<file path="src/rtl/tty_pkg.sv">
// rtl/tty_pkg.sv - control codes and FSM state encoding for the tty text writer
package tty_pkg;

   localparam logic [7:0] ASCII_BS        = 8'h08;
   localparam logic [7:0] ASCII_LF        = 8'h0A;
   localparam logic [7:0] ASCII_FF        = 8'h0C;
   localparam logic [7:0] ASCII_CR        = 8'h0D;
   localparam logic [7:0] ASCII_PRINT_MIN = 8'h20;
   localparam logic [7:0] ASCII_PRINT_MAX = 8'h7E;

   typedef enum logic [1:0] {
      ST_IDLE    = 2'd0,
      ST_CLR_ROW = 2'd1,
      ST_CLR_ALL = 2'd2
   } tty_state_t;

endpackage

</file>
<file path="src/rtl/tty_clear_seq.sv">
// rtl/tty_clear_seq.sv - blank-fill sweep counter (one row or whole screen)
module tty_clear_seq #(
   parameter int unsigned HORZ_CNT     = 16,
   parameter int unsigned VERT_CNT     = 2,
   parameter int unsigned HORZ_W       = 4,
   parameter int unsigned VERT_W       = 1,
   parameter bit          START_ACTIVE = 1'b0
) (
   input  logic              clk,
   input  logic              rst_n,
   input  logic              start_i,
   input  logic              all_i,
   input  logic [VERT_W-1:0] row_i,
   output logic [HORZ_W-1:0] col_o,
   output logic [VERT_W-1:0] row_o,
   output logic              wr_o,
   output logic              done_o
);

   localparam logic [HORZ_W-1:0] COL_LAST = HORZ_W'(HORZ_CNT - 1);
   localparam logic [VERT_W-1:0] ROW_LAST = VERT_W'(VERT_CNT - 1);
   localparam logic [HORZ_W-1:0] COL_ONE  = HORZ_W'(1);
   localparam logic [VERT_W-1:0] ROW_ONE  = VERT_W'(1);

   logic              active_q, active_d;
   logic              all_q, all_d;
   logic [HORZ_W-1:0] col_q, col_d;
   logic [VERT_W-1:0] row_q, row_d;
   logic              last;

   // Last cell: end of the row, and for a full sweep also the last row.
   assign last   = (col_q == COL_LAST) && (!all_q || (row_q == ROW_LAST));
   assign col_o  = col_q;
   assign row_o  = all_q ? row_q : row_i;
   assign wr_o   = active_q;
   assign done_o = active_q & last;

   // Next-state: restart on start_i, otherwise advance row-major until the last cell.
   always_comb begin
      active_d = active_q;
      all_d    = all_q;
      col_d    = col_q;
      row_d    = row_q;
      if (start_i) begin
         active_d = 1'b1;
         all_d    = all_i;
         col_d    = '0;
         row_d    = '0;
      end else if (active_q) begin
         if (last) begin
            active_d = 1'b0;
         end else if (col_q == COL_LAST) begin
            col_d = '0;
            row_d = row_q + ROW_ONE;
         end else begin
            col_d = col_q + COL_ONE;
         end
      end
   end

   // Sweep registers; a power-up sweep starts armed as a full-screen clear.
   always_ff @(posedge clk or negedge rst_n) begin
      if (!rst_n) begin
         active_q <= START_ACTIVE;
         all_q    <= START_ACTIVE;
         col_q    <= '0;
         row_q    <= '0;
      end else begin
         active_q <= active_d;
         all_q    <= all_d;
         col_q    <= col_d;
         row_q    <= row_d;
      end
   end

endmodule

</file>
<file path="src/rtl/tty_text_writer.sv">
// rtl/tty_text_writer.sv - byte stream to character-cell writes with cursor, wrap and clear (TTY_CLEAR_ON_RESET_EN: blank screen after reset)
module tty_text_writer
   import tty_pkg::*;
#(
   parameter int unsigned CHAR_HORZ_CNT = 16,
   parameter int unsigned CHAR_VERT_CNT = 2,
   parameter int unsigned CHAR_HORZ_W   = $clog2(CHAR_HORZ_CNT),
   parameter int unsigned CHAR_VERT_W   = $clog2(CHAR_VERT_CNT),
   parameter logic [7:0]  BLANK_CHAR    = 8'h20
) (
   input  logic                   clk,
   input  logic                   rst_n,
   input  logic                   in_valid,
   output logic                   in_ready,
   input  logic [7:0]             in_data,
   output logic [CHAR_HORZ_W-1:0] char_hpos,
   output logic [CHAR_VERT_W-1:0] char_vpos,
   output logic                   char_write_en,
   output logic [7:0]             char_symbol,
   output logic                   cursor_valid,
   output logic                   cursor_display_en,
   output logic [CHAR_HORZ_W-1:0] cursor_hpos,
   output logic [CHAR_VERT_W-1:0] cursor_vpos,
   output logic                   busy
);

   localparam logic [CHAR_HORZ_W-1:0] H_LAST = CHAR_HORZ_W'(CHAR_HORZ_CNT - 1);
   localparam logic [CHAR_VERT_W-1:0] V_LAST = CHAR_VERT_W'(CHAR_VERT_CNT - 1);
   localparam logic [CHAR_HORZ_W-1:0] H_ONE  = CHAR_HORZ_W'(1);
   localparam logic [CHAR_VERT_W-1:0] V_ONE  = CHAR_VERT_W'(1);

`ifdef TTY_CLEAR_ON_RESET_EN
   localparam tty_state_t RESET_STATE    = ST_CLR_ALL;
   localparam bit         SWEEP_ON_RESET = 1'b1;
`else
   localparam tty_state_t RESET_STATE    = ST_IDLE;
   localparam bit         SWEEP_ON_RESET = 1'b0;
`endif

   tty_state_t             state_q, state_d;
   logic [CHAR_HORZ_W-1:0] hpos_q, hpos_d, wr_h_q, wr_h_d;
   logic [CHAR_VERT_W-1:0] vpos_q, vpos_d, wr_v_q, wr_v_d;
   logic [7:0]             sym_q, sym_d;
   logic                   wr_en_q, wr_en_d;
   logic                   in_ready_q, busy_q, disp_q, cur_valid_q;
   logic                   accept, newline, seq_start, seq_all;
   logic [CHAR_HORZ_W-1:0] seq_col;
   logic [CHAR_VERT_W-1:0] seq_row;
   logic                   seq_wr, seq_done;

   // The sweep row in row mode is the cursor row, which has already moved by the time the sweep runs.
   tty_clear_seq #(
      .HORZ_CNT     (CHAR_HORZ_CNT),
      .VERT_CNT     (CHAR_VERT_CNT),
      .HORZ_W       (CHAR_HORZ_W),
      .VERT_W       (CHAR_VERT_W),
      .START_ACTIVE (SWEEP_ON_RESET)
   ) u_clear_seq (
      .clk     (clk),
      .rst_n   (rst_n),
      .start_i (seq_start),
      .all_i   (seq_all),
      .row_i   (vpos_q),
      .col_o   (seq_col),
      .row_o   (seq_row),
      .wr_o    (seq_wr),
      .done_o  (seq_done)
   );

   assign accept = in_valid & in_ready_q;

   // Byte interpretation in IDLE; during a clear, forward sweep cells as blank writes.
   always_comb begin
      state_d   = state_q;
      hpos_d    = hpos_q;
      vpos_d    = vpos_q;
      wr_en_d   = 1'b0;
      wr_h_d    = wr_h_q;
      wr_v_d    = wr_v_q;
      sym_d     = sym_q;
      newline   = 1'b0;
      seq_start = 1'b0;
      seq_all   = 1'b0;
      case (state_q)
         ST_IDLE: begin
            if (accept) begin
               if ((in_data >= ASCII_PRINT_MIN) && (in_data <= ASCII_PRINT_MAX)) begin
                  wr_en_d = 1'b1;
                  wr_h_d  = hpos_q;
                  wr_v_d  = vpos_q;
                  sym_d   = in_data;
                  if (hpos_q == H_LAST) begin
                     hpos_d  = '0;
                     newline = 1'b1;
                  end else begin
                     hpos_d = hpos_q + H_ONE;
                  end
               end else if (in_data == ASCII_LF) begin
                  hpos_d  = '0;
                  newline = 1'b1;
               end else if (in_data == ASCII_CR) begin
                  hpos_d = '0;
               end else if (in_data == ASCII_BS) begin
                  if (hpos_q != '0) begin
                     hpos_d  = hpos_q - H_ONE;
                     wr_en_d = 1'b1;
                     wr_h_d  = hpos_q - H_ONE;
                     wr_v_d  = vpos_q;
                     sym_d   = BLANK_CHAR;
                  end
               end else if (in_data == ASCII_FF) begin
                  hpos_d    = '0;
                  vpos_d    = '0;
                  state_d   = ST_CLR_ALL;
                  seq_start = 1'b1;
                  seq_all   = 1'b1;
               end
               if (newline) begin
                  vpos_d    = (vpos_q == V_LAST) ? '0 : vpos_q + V_ONE;
                  state_d   = ST_CLR_ROW;
                  seq_start = 1'b1;
               end
            end
         end
         default: begin
            if (seq_wr) begin
               wr_en_d = 1'b1;
               wr_h_d  = seq_col;
               wr_v_d  = seq_row;
               sym_d   = BLANK_CHAR;
            end
            if (seq_done) begin
               state_d = ST_IDLE;
            end
         end
      endcase
   end

   // Registered outputs; handshake/status flags are decoded from the next state so they track state_q.
   always_ff @(posedge clk or negedge rst_n) begin
      if (!rst_n) begin
         state_q     <= RESET_STATE;
         hpos_q      <= '0;
         vpos_q      <= '0;
         wr_en_q     <= 1'b0;
         wr_h_q      <= '0;
         wr_v_q      <= '0;
         sym_q       <= BLANK_CHAR;
         in_ready_q  <= 1'b0;
         busy_q      <= 1'b0;
         disp_q      <= 1'b0;
         cur_valid_q <= 1'b0;
      end else begin
         state_q     <= state_d;
         hpos_q      <= hpos_d;
         vpos_q      <= vpos_d;
         wr_en_q     <= wr_en_d;
         wr_h_q      <= wr_h_d;
         wr_v_q      <= wr_v_d;
         sym_q       <= sym_d;
         in_ready_q  <= (state_d == ST_IDLE);
         busy_q      <= (state_d != ST_IDLE);
         disp_q      <= (state_d == ST_IDLE);
         cur_valid_q <= (hpos_d != hpos_q) || (vpos_d != vpos_q);
      end
   end

   assign in_ready          = in_ready_q;
   assign busy              = busy_q;
   assign cursor_display_en = disp_q;
   assign cursor_valid      = cur_valid_q;
   assign cursor_hpos       = hpos_q;
   assign cursor_vpos       = vpos_q;
   assign char_write_en     = wr_en_q;
   assign char_hpos         = wr_h_q;
   assign char_vpos         = wr_v_q;
   assign char_symbol       = sym_q;

endmodule
</file>
<file path="config.mk">
export PLATFORM = sky130hd
export DESIGN_NAME = tty_text_writer
export DESIGN_NICKNAME = d
export VERILOG_FILES = /design/src/rtl/tty_pkg.sv /design/src/rtl/tty_clear_seq.sv /design/src/rtl/tty_text_writer.sv
export SDC_FILE = /design/constraint.sdc
export NUM_CORES = 1
export LEC_CHECK = 0
export BUFFER_PORTS_ARGS = -buffer_cell sky130_fd_sc_hd__buf_4
export CAP_MARGIN = 40
export CORE_MARGIN = 4
export CORE_UTILIZATION = 30
export CTS_CLUSTER_DIAMETER = 40
export CTS_CLUSTER_SIZE = 8
export DETAILED_ROUTE_END_ITERATION = 12
export SYNTH_ARGS = -nofsm -noshare
export SYNTH_HDL_FRONTEND = slang
export SYNTH_SLANG_ARGS = --single-unit
export TNS_END_PERCENT = 20
</file>
<file path="constraint.sdc">
create_clock -name clk -period 2.7 [get_ports clk]
set_input_delay 0.81 -clock clk [delete_from_list [all_inputs] [get_ports clk]]
set_output_delay 0.81 -clock clk [all_outputs]
set_load 0.005 [all_outputs]
</file>
; ---- Word-level counts from Yosys, hierarchy flattened
; Index checks and enable logic that the tools add are counted.
[totals]
rom_bits = 0
output_inout_bits = 23
wordCells = 138
latchBits = 0
register_bits = 31
n_memories = 0
in_bits = 11
ramBits = 0
[classes]
n_bitwise = 2
reduce_logical = 15
n_mul = 0
mux = 86
addsub = 5
shift = 0
n_lt_le_gt_ge = 2
eq_ne = 14
n_div = 0
[ops]
columns = operator, count
row1 = 4-bit two-way mux, 21
row2 = 8-bit two-way mux, 8
row3 = 1-bit two-way mux, 48
row4 = "8-bit by 4-bit equality test with 1-bit output, second input constant", 4
row5 = 2-bit two-way mux, 9
row6 = "3-bit inequality test, second input constant", 4
row7 = "4-bit by 1-bit adder with 4-bit output, second input constant", 2
row8 = "4-bit equality test, second input constant", 2
row9 = "8-bit by 6-bit greater-or-equal comparator with 1-bit output, second input constant", 1
row10 = "8-bit by 7-bit <= comparator with 1-bit output, second input constant", 1
row11 = 2-bit nonzero test, 4
row12 = 6-bit AND reduction, 1
row13 = 2-bit zero test, 2
row14 = "2-bit inequality test, second input constant", 2
row15 = 4-bit inequality test, 1
row16 = 4-bit nonzero test, 1
row17 = "4-bit by 1-bit subtractor with 4-bit output, second input constant", 1
row18 = 3-bit AND reduction, 1
row19 = "1-bit adder, second input constant", 2
row20 = 1-bit AND, 2
row21 = 1-bit logical AND, 2
row22 = 1-bit logical OR, 2
row23 = 2-bit AND reduction, 1
row24 = 1-bit zero test, 1
row25 = 1-bit inequality test, 1

; ---- Logic depth before layout (Yosys ltp)
; Gate-level depths: netlist of run 1.
[depth]
depth_word = 11
ltp_mapped = 9
ltp_nobuf = 8

; ---- Modules after synthesis
; A second synthesis of run 1 with hierarchy kept.
[hier_totals]
hier_cells = 211
hier_area_um2 = 1931.9
[modules_own_cells]
columns = module, cells_per_inst, area_each_um2, n_inst, seq_area_each_um2
row1 = tty_text_writer, 176, 1546.5, 1, 601.8
row2 = tty_clear_seq, 35, 385.4, 1, 175.2

; ---- Worst setup path before layout of run 1
; Ideal clock, no wire load.
[synth_path]
path_type = input -> register
start = input port in_data[1]
end = register busy_q, in the netlist busy
t_required_ns = 2.565
arrival_ns = 2.029
setup_slack_ns = 0.536
setup_ns = 0.135
path_buffers = 1
path_stages = 6
path_cell_list = buf_4 and4_4 a41oi_4 a32oi_2 nor2_2 or3_4
[synth_via]
elab_chain_len = 10
elab_cells_between_ends = 20
cone_classes = order compare: 2 / eq/ne: 4 / mux: 12 / reduce/logical: 2
[synth_rtl]
columns = item, line_no
row1 = start: declaration, tty_text_writer.sv:15  ; input logic [7:0] in_data,
row2 = "parallel branches: the longest is 6 deep, another holds 8-bit by 6-bit greater-or-equal comparator with 1-bit output", n/a
row3 = 2-bit two-way mux (*), tty_text_writer.sv:118  ; if (newline) begin
row4 = 2-bit two-way mux (*), tty_text_writer.sv:86  ; if (accept) begin
row5 = 2-bit two-way mux (*), tty_text_writer.sv:84  ; case (state_q)
row6 = 2-bit nonzero test (*), tty_text_writer.sv:162  ; busy_q <= (state_d != ST_IDLE);
row7 = end signal: assignment, tty_text_writer.sv:162
row8 = end: declaration, tty_text_writer.sv:45  ; logic in_ready_q, busy_q, disp_q, cur_valid_q;
; Every way passes the cells marked *. The select of a mux whose other input is x is not followed.
; A chain may end at the register's enable or synchronous reset.

; ---- Worst setup path after layout of run 1
[layout_path]
start = input port in_data[1]
end = register sym_q[3], in the netlist char_symbol[3]
[layout_via]
elab_chain_len = 5
elab_cells_between_ends = 14
cone_classes = order compare: 2 / eq/ne: 7 / mux: 3 / reduce/logical: 2
[layout_rtl]
columns = item, line_no
row1 = "parallel branches: the longest is 5 deep, another holds 8-bit by 6-bit greater-or-equal comparator with 1-bit output", n/a
row2 = end signal: assignment, tty_text_writer.sv:160  ; sym_q <= sym_d;
row3 = end: declaration, tty_text_writer.sv:43  ; logic [7:0] sym_q, sym_d;
; Parallel ways; which one is timed is not known. The select of a mux whose other input is x is not followed.

==> impl_metrics.py, run 1 <==
metrics = {
    "clock_tree": {
        "clock-sinks": 31,
        "cts.path.max_buffers": 2,
        "cts_made_buffers": 5,
        "postCtsSetupBuffers": 0,
        "root_buffer": "clkbuf_8",
        "h-tree-depth": 2,
        "cts_hold_buf": 0,
        "clk_pin_slew_ns": 0.07,
        "clkLatencyLatePin_ns": 0.28,
        "ctsResizeCount": 0,
        "cts_tree": "done",
    },
    "synthesis": {
        "postSynthAreaPerCell_um2": 8.921,
        "synthTopCellsByCount": "31 x nand2_1, 30 x dfrtp_1, 21 x nor2_1",
        "synth_ff_type": "dfrtp_1",
        "synth.most_common_cell": "nand2_1",
        "yosysSeqAreaShare_pct": 43.55,
        "synthesis.nets": 214,
        "synth_top_area_share_pct": 42.08,
        "syn_area_um2": 1784,
        "synth_cell_type_count": 49,
        "synthCells": 200,
        "yosys_register_bits": 31,
        "synth.largest_area_cell": "dfrtp_1",
        "netlist_top_cells_area": "dfrtp_1 42%, nand2_1 6.5%, nor2_1 4.4%",
        "synthArstFlopShare_pct": 100.0,
        "yosys_warnings": 0,
        "synth_edf_count": 0,
    },
    "pwr": {
        "power_mw": 2.396,
        "vdd_drop_max_mv": 0.4567,
        "powerDensity_nw_per_um2": 1074,
        "p_leak_nw": 1.052,
    },
    "global_routing": {
        "use_met1_pct": 18.90,
        "grt_pass1_vias": 1513,
        "met2_usage_pct": 18.36,
        "antenna_found_initial": 0,
        "top_usage_layer": "met1",
        "grt_pass1_wl_mm": 7.507,
        "grt.met3_usage_pct": 3.398,
        "overflow": 0,
        "grt_max_degree": 32,
        "grt_use_total_pct": 12.88,
    },
    "cells_and_area": {
        "fill_cells": 562,
        "instances_no_fill": 309,
        "final_cell_area_um2": 2231,
        "drive_gt1_share_pct": 27.00,
        "final_nets": 250,
        "area_growth_pct": 25.04,
        "regArea_um2": 777.0,
        "multi_input_area_um2": 904.6,
        "diodes": 0,
        "fin_util_pct": 39.54,
    },
    "placed_design": {
        "preCtsSetupSlack_ns": 0.2247,
        "dp_hpwl_mm": 3.236,
        "dpl.cell_count": 301,
        "postPlaceCellArea_um2": 2113,
        "port_buffers": 33,
        "place.gp.congestion": 0.8090,
    },
    "critical_path": {
        "cp_max_fo": 12,
        "critPathTopFamily": "compound AO/OA/AOI/OAI gates",
        "critPathRequiredTime_ns": 2.85,
        "cp_slowest_cell": "a2bb2oi_2",
        "cp_cell_sequence": "buf_4 > and4_4 > a41oi_4 > a31oi_2 > a2bb2oi_2 > buf_4 > o21ai_0",
        "arrival_ns": 2.30,
        "cp_common_cell": "buf_4",
        "worstSetupPathType": "in2reg",
        "path_buf_inv": 2,
        "end_kind": "flip-flop",
        "cp-start-kind": "primary input",
        "slowest_delay_ns": 0.31,
    },
    "route": {
        "routed_wl_mm": 4.378,
        "firstDrtPassIters": 4,
        "drt_first_iter_violations": 114,
        "wl_per_cell_um": 14.17,
        "drt.antenna.violating_nets": 0,
        "post-route-drc-count": 0,
        "avgViaCountPerCell": 5.052,
        "vias": 1561,
    },
    "floorplan": {
        "start_util_pct": 31.63,
        "design.die.area_um2": 7245,
        "die_w_um": 85.12,
        "die_h_um": 85.12,
        "rows": 27,
        "core-area_um2": 5642,
        "design.portCount": 34,
    },
    "run": {
        "drv_cap": 0,
    },
    "sta": {
        "fin_crit_ns": 2.151,
        "hold_viol_final": 0,
        "drv_slew": 0,
        "fin_crit_sh_pct": 79.66,
        "max_freq_ghz": 0.4650,
        "rsz0062_at_grt": "no",
        "finalSetupTns_ns": 0,
        "worstMarginPinSlew_ns": 0.4232,
        "final-setup-viol-count": 0,
        "fin_skew_ns": 0.005771,
        "holdWs_ns": 0.4460,
        "final.setup.worst_slack_ns": 0.5492,
        "slew_headroom_pct": 71.73,
    },
    "hold_path": {
        "hp-class": "in2async",
    },
    "run_status": {
        "status": "completed",
    },
}
-- report_power, final --
part | switching (mW) | total, mW | internal, mW
Combinational | 0.514 | 1.03 | 0.516
Sequential | 0.215 | 0.890 | 0.675
Clock | 0.178 | 0.476 | 0.298
-- path summary, 6_finish.rpt --
check	slack (ns)	startpoint	cells past startpoint	to
max	0.55	in_data[1]	7	char_symbol[3]$_DFFE_PN0P_
min in group clk	0.47	char_symbol[5]$_DFFE_PN1P_	2	char_symbol[5]$_DFFE_PN1P_
min	0.45	rst_n	1	cursor_hpos[3]$_DFF_PN0_
min reg2reg	0.47	char_symbol[5]$_DFFE_PN1P_	2	char_symbol[5]$_DFFE_PN1P_
max reg2reg	0.60	cursor_hpos[0]$_DFF_PN0_	7	char_hpos[3]$_DFFE_PN0P_
max in group asynchronous	1.94	rst_n	1	char_symbol[5]$_DFFE_PN1P_
-- cells by family after synthesis --
family / synth area share (%)
and+or+nand+nor: 22.16
AOI/OAI and AO/OA: 21.53
DFF: 43.55
buffers and inverters: 5.750
muxes: 2.945
xor gates and xnor gates: 1.964
adders and majority gates: 2.104
-- sequential cells by signal, summed over array words and instances, names as in the netlist --
register,count
u_clear_seq.col_o,4
u_clear_seq.all_q,1
busy,1
char_vpos,1
cursor_display_en,1
u_clear_seq.row_q,1
cursor_vpos,1
cursor_valid,1
char_write_en,1
state_q,2
u_clear_seq.wr_o,1
char_symbol,8
char_hpos,4
cursor_hpos,4
-- layout make-up --
class / count / area share [%]
tap: 72 / 4.038
multi-input combinational: 148 / 40.55
inverter: 9 / 1.514
clock inverter: 2 / 1.570
sequential: 31 / 34.83
clock buffer: 6 / 3.702
timing repair buffer: 41 / 13.80
-- layer usage --
| metal | up-vias | part of all wire [%] |
|---|---|---|
| met5 | - | 0 |
| met4 | 0 | 1.5 |
| met3 | 8 | 6.0 |
| met2 | 60 | 41 |
| met1 | 711 | 51 |
| li1 | 782 | - |
-- cells in the final DEF, fill, tap and decap left out, types with 4 or more instances in the layout --
cell type  instances
buf_4             41
nand2_1           31
dfrtp_1           30
nor2_1            21
a21oi_1           14
inv_1              7
nand3_1            7
o21ai_0            7
clkbuf_8           6
o31ai_1            5
a31oi_1            4
nand4_1            4
-- worst reg2reg max path: cells and delay by family (launching register included) --
family | cells | cell delay (ns)
flip-flops | 1 | 0.51
AO/OA/AOI/OAI | 4 | 0.89
adder cells (fa/ha/maj) | 1 | 0.29
buffers and inverters | 2 | 0.34
Power figures use the tool's default switching activity.
==> inputs of run 2 (changes only) <==
Clock period 2.7 ns to 2 ns, I/O delays scaled along.
==> run 2 against run 1 <==
Clock skew is essentially flat. Cell area grew 7.2%. Hold slack lost 0.22 ns. Power grew 41%. Non-clock buffer count grew 18. Clock power grew 38%. Via count grew 3.1%. Die area is the same. First-iteration DRC count grew 14%. Core utilization grew 2.9 points. Combinational power grew 50%. Sequential share of layout area shrank 2.3 points. Largest cell class unchanged. Highest routed layer unchanged.
==> impl_metrics.py, run 2 (synthesized netlist as in run 1, its figures left out) <==
metrics = {
    "run_status": {
        "status": "completed",
    },
    "placed_design": {
        "port_buffers": 33,
        "dpl.cell_count": 317,
        "preCtsSetupSlack_ns": -0.08175,
        "place.gp.congestion": 0.8347,
        "postPlaceCellArea_um2": 2246,
        "dp_hpwl_mm": 3.360,
    },
    "critical_path": {
        "critPathRequiredTime_ns": 2.17,
        "end_kind": "flip-flop",
        "cp-start-kind": "flip-flop",
        "reg2reg_depth": 8,
        "r2r_end": "cursor_valid$_DFF_PN0_",
        "reg2reg_from": "cursor_hpos[0]$_DFF_PN0_",
        "r2r_setup_slack_ns": 0.11,
        "cp_max_fo": 4,
        "arrival_ns": 2.06,
        "worstSetupPathType": "reg2reg",
    },
    "global_routing": {
        "grt_pass1_wl_mm": 7.548,
        "grt.met3_usage_pct": 3.689,
        "top_usage_layer": "met1",
        "antenna_found_initial": 0,
        "grt_pass1_vias": 1530,
        "grt_max_degree": 32,
        "met2_usage_pct": 17.23,
        "use_met1_pct": 19.77,
        "grt_use_total_pct": 13.07,
        "overflow": 0,
    },
    "sta": {
        "fin_crit_ns": 1.886,
        "max_freq_ghz": 0.5302,
        "holdWs_ns": 0.2300,
        "fin_crit_sh_pct": 94.30,
        "rsz0062_at_grt": "no",
        "drv_slew": 0,
        "hold_viol_final": 0,
        "slew_headroom_pct": 72.89,
        "fin_skew_ns": 0.006148,
        "finalSetupTns_ns": 0,
        "final.setup.worst_slack_ns": 0.1140,
        "final-setup-viol-count": 0,
        "worstMarginPinSlew_ns": 0.4058,
    },
    "clock_tree": {
        "clkLatencyLatePin_ns": 0.29,
        "clock-sinks": 31,
        "cts_hold_buf": 0,
        "cts_tree": "done",
        "cts.path.max_buffers": 2,
        "cts_made_buffers": 5,
        "clk_pin_slew_ns": 0.07,
        "h-tree-depth": 2,
        "root_buffer": "clkbuf_8",
    },
    "floorplan": {
        "start_util_pct": 31.63,
        "rows": 27,
        "core-area_um2": 5642,
        "design.die.area_um2": 7245,
        "die_h_um": 85.12,
        "design.portCount": 34,
        "die_w_um": 85.12,
    },
    "cells_and_area": {
        "drive_gt1_share_pct": 32.94,
        "layout_commonest_cell": "buf_4",
        "final_cell_area_um2": 2392,
        "final_nets": 268,
        "diodes": 0,
        "fin_util_pct": 42.40,
        "instances_no_fill": 327,
        "layout_common_cells": "58 x buf_4, 31 x nand2_1, 29 x dfrtp_1",
        "area_growth_pct": 34.08,
        "largest_reg_flops": 8,
    },
    "hold_path": {
        "hp-class": "in2async",
    },
    "pwr": {
        "p_leak_nw": 1.143,
        "vdd_drop_max_mv": 0.5286,
        "power_mw": 3.371,
        "powerDensity_nw_per_um2": 1409,
    },
    "route": {
        "drt_first_iter_violations": 130,
        "avgViaCountPerCell": 4.920,
        "vias": 1609,
        "firstDrtPassIters": 4,
        "routed_wl_mm": 4.541,
        "post-route-drc-count": 0,
        "wl_per_cell_um": 13.89,
        "drt.antenna.violating_nets": 0,
    },
    "run": {
        "drv_cap": 0,
    },
}
-- run 2: cell count changes in the layout (fill, tap and decap cells not counted), sizes merged --
| cell | delta |
|---|---|
| buf | +18 |
-- run 2: worst max-delay path by stage --
stage,to,start
after global placement,cursor_hpos[1]$_DFF_PN0_,in_data[5]
after global routing,cursor_valid$_DFF_PN0_,cursor_hpos[0]$_DFF_PN0_
after CTS,cursor_valid$_DFF_PN0_,cursor_hpos[1]$_DFF_PN0_
after detailed placement,cursor_hpos[1]$_DFF_PN0_,in_data[5]
after floorplan,busy$_DFF_PN0_,in_data[1]
final,cursor_valid$_DFF_PN0_,cursor_hpos[0]$_DFF_PN0_
-- run 2: final cells by class --
| class | count | area (µm²) |
|---|---|---|
| clock buffers | 6 | 82.58 |
| clock inverters | 2 | 35.03 |
| fillers | 593 | 3249 |
| inverters | 9 | 33.78 |
| multi-input cells | 148 | 917.1 |
| flip-flops and latches | 31 | 778.2 |
| well taps | 72 | 90.09 |
| repair buffers | 59 | 455.4 |
-- run 2: report_power, final --
| group | leakage [nW] | internal, mW | switching [mW] |
|---|---|---|---|
| Sequential | 0.380 | 0.913 | 0.250 |
| Combinational | 0.701 | 0.792 | 0.760 |
| Clock | 0.0612 | 0.403 | 0.253 |
| Total | 1.14 | 2.11 | 1.26 |
-- run 2: worst max-delay path, cell delays in order, from the launching register on --
cell and delay (ns):
dfrtp_1 0.41, inv_1 0.16, ha_4 0.18, a21oi_1 0.11, a31oi_2 0.23, buf_4 0.16
o21ai_0 0.06, o31ai_1 0.33, nand3_1 0.12
-- run 2: timing repair --
item	CTS	global route
setup buffers	0	2
resized for setup	0	3
setup endpoints to repair	0	7
endpoints found under the hold margin	0	0
-- run 2: routing by layer --
metal,vias to the layer above,share of wire (%)
li1,818,-
met3,9,5.6
met1,741,54
met5,-,0
met4,0,1.8
met2,41,39
==> inputs of run 3 (changes only) <==
Settings changed: MAX_ROUTING_LAYER from default to met4.
==> run 3 against run 2 <==
Fmax is essentially flat. Non-clock buffer count is the same. Clock skew grew 0.0031 ns. Via count grew 0.93%. Sequential power is essentially flat. Clock-buffer cell count is the same. Largest cell class unchanged. Flip-flop and latch count is the same. Clock power is essentially flat. Routed wire length shrank 0.62%.
==> impl_metrics.py, run 3 (synthesized netlist as in run 1, its figures left out) <==
metrics = {
    "pwr": {
        "p_leak_nw": 1.143,
        "power_mw": 3.369,
        "vdd_drop_max_mv": 0.5283,
        "powerDensity_nw_per_um2": 1408,
    },
    "clock_tree": {
        "clock-sinks": 31,
        "h-tree-depth": 2,
        "cts_made_buffers": 5,
        "cts_tree": "done",
        "root_buffer": "clkbuf_8",
        "clk_pin_slew_ns": 0.07,
        "cts.path.max_buffers": 2,
        "clkLatencyLatePin_ns": 0.29,
    },
    "placed_design": {
        "port_buffers": 33,
        "postPlaceCellArea_um2": 2246,
        "dp_hpwl_mm": 3.360,
        "place.gp.congestion": 0.8475,
    },
    "critical_path": {
        "cp_slowest_cell": "dfrtp_1",
        "r2r_setup_slack_ns": 0.11,
        "r2r_end": "cursor_valid$_DFF_PN0_",
        "path_buf_inv": 2,
        "cp-start-kind": "flip-flop",
        "reg2reg_depth": 8,
        "cp_cell_sequence": "inv_1 > ha_4 > a21oi_1 > a31oi_2 > buf_4 > o21ai_0 > o31ai_1 > nand3_1",
        "critPathRequiredTime_ns": 2.17,
        "critPathTopFamily": "compound AO/OA/AOI/OAI gates",
        "worstSetupPathType": "reg2reg",
        "arrival_ns": 2.06,
        "reg2reg_from": "cursor_hpos[0]$_DFF_PN0_",
        "cp_max_fo": 4,
        "slowest_delay_ns": 0.41,
        "end_kind": "flip-flop",
    },
    "route": {
        "wl_per_cell_um": 13.80,
        "drt.antenna.violating_nets": 0,
        "drt_first_iter_violations": 138,
        "post-route-drc-count": 0,
        "avgViaCountPerCell": 4.966,
        "routed_wl_mm": 4.513,
        "vias": 1624,
        "firstDrtPassIters": 4,
    },
    "sta": {
        "fin_crit_sh_pct": 94.29,
        "finalSetupTns_ns": 0,
        "final-setup-viol-count": 0,
        "fin_crit_ns": 1.886,
        "fin_skew_ns": 0.009243,
        "rsz0062_at_grt": "no",
        "worstMarginPinSlew_ns": 0.4085,
        "slew_headroom_pct": 72.71,
        "max_freq_ghz": 0.5303,
        "drv_slew": 0,
        "hold_viol_final": 0,
    },
    "cells_and_area": {
        "largest_reg_flops": 8,
        "final_nets": 268,
        "diodes": 0,
        "drive_gt1_share_pct": 32.94,
        "final_cell_area_um2": 2392,
        "layout_common_cells": "58 x buf_4, 31 x nand2_1, 29 x dfrtp_1",
        "area_growth_pct": 34.08,
        "fin_util_pct": 42.40,
        "layout_commonest_cell": "buf_4",
    },
    "global_routing": {
        "antenna_found_initial": 0,
        "grt_max_degree": 32,
        "overflow": 0,
        "grt_pass1_vias": 1532,
        "grt_use_total_pct": 13.40,
        "grt_pass1_wl_mm": 7.541,
    },
    "run": {
        "drv_cap": 0,
    },
    "floorplan": {
        "design.die.area_um2": 7245,
        "rows": 27,
        "core-area_um2": 5642,
        "die_w_um": 85.12,
        "design.portCount": 34,
        "start_util_pct": 31.63,
        "die_h_um": 85.12,
    },
    "hold_path": {
        "hp-class": "in2async",
    },
    "run_status": {
        "status": "completed",
    },
}
==> run 3: cell counts in the layout (fill, tap and decap cells not counted) <==
No cell type changed its count.
==> run 3: where the power goes <==
| part | switching, mW | internal (mW) | total (mW) |
|---|---|---|---|
| clock network | 0.252 | 0.403 | 0.655 |
| logic | 0.760 | 0.792 | 1.55 |
| registers | 0.249 | 0.913 | 1.16 |
==> run 3: what timing repair did <==
item | 4_1_cts | 5_1_grt
resized for setup | 0 | 3
endpoints found under the setup margin | 0 | 7
hold buffers | 0 | 0
buffers inserted | 0 | 2
==> run 3: cell type report <==
cell class	count	area [µm²]
multi-input cells	148	917.1
clock buffers	6	82.58
inverters	9	33.78
well taps	72	90.09
repair buffers	59	455.4
clock inverters	2	35.03
flip-flops and latches	31	778.2
fillers	593	3249
==> run 3: worst max path at each step <==
stage	startpoint	to	slack (ns)	cells past startpoint
final	cursor_hpos[0]$_DFF_PN0_	cursor_valid$_DFF_PN0_	0.11	8
after global routing	cursor_hpos[0]$_DFF_PN0_	cursor_valid$_DFF_PN0_	0.004	8
after CTS	cursor_hpos[1]$_DFF_PN0_	cursor_valid$_DFF_PN0_	0.06	8
after detailed placement	in_data[5]	cursor_hpos[1]$_DFF_PN0_	-0.08	8
after global placement	in_data[5]	cursor_hpos[1]$_DFF_PN0_	-0.07	8
after floorplan	in_data[1]	busy$_DFF_PN0_	0.05	6
==> run 3: metrics by stage <==
step | cells | setup WS (ns) | hold slack, ns
after floorplan | 200 | 0.04591 | 0.3044
after global placement | 317 | -0.07199 | 0.4522
after detailed placement | 317 | -0.08175 | 0.4537
after CTS | 325 | 0.05745 | 0.2427
after global routing | 327 | 0.003844 | 0.2605
final | 327 | 0.1142 | 0.2262
==> run 3: layer usage <==
metal	vias up	GRT usage (%)	wire length [µm]
met5	-	-	0
met4	0	5.036	81
met3	9	3.495	242
met2	41	17.51	1786
met1	755	19.47	2403
li1	819	-	-
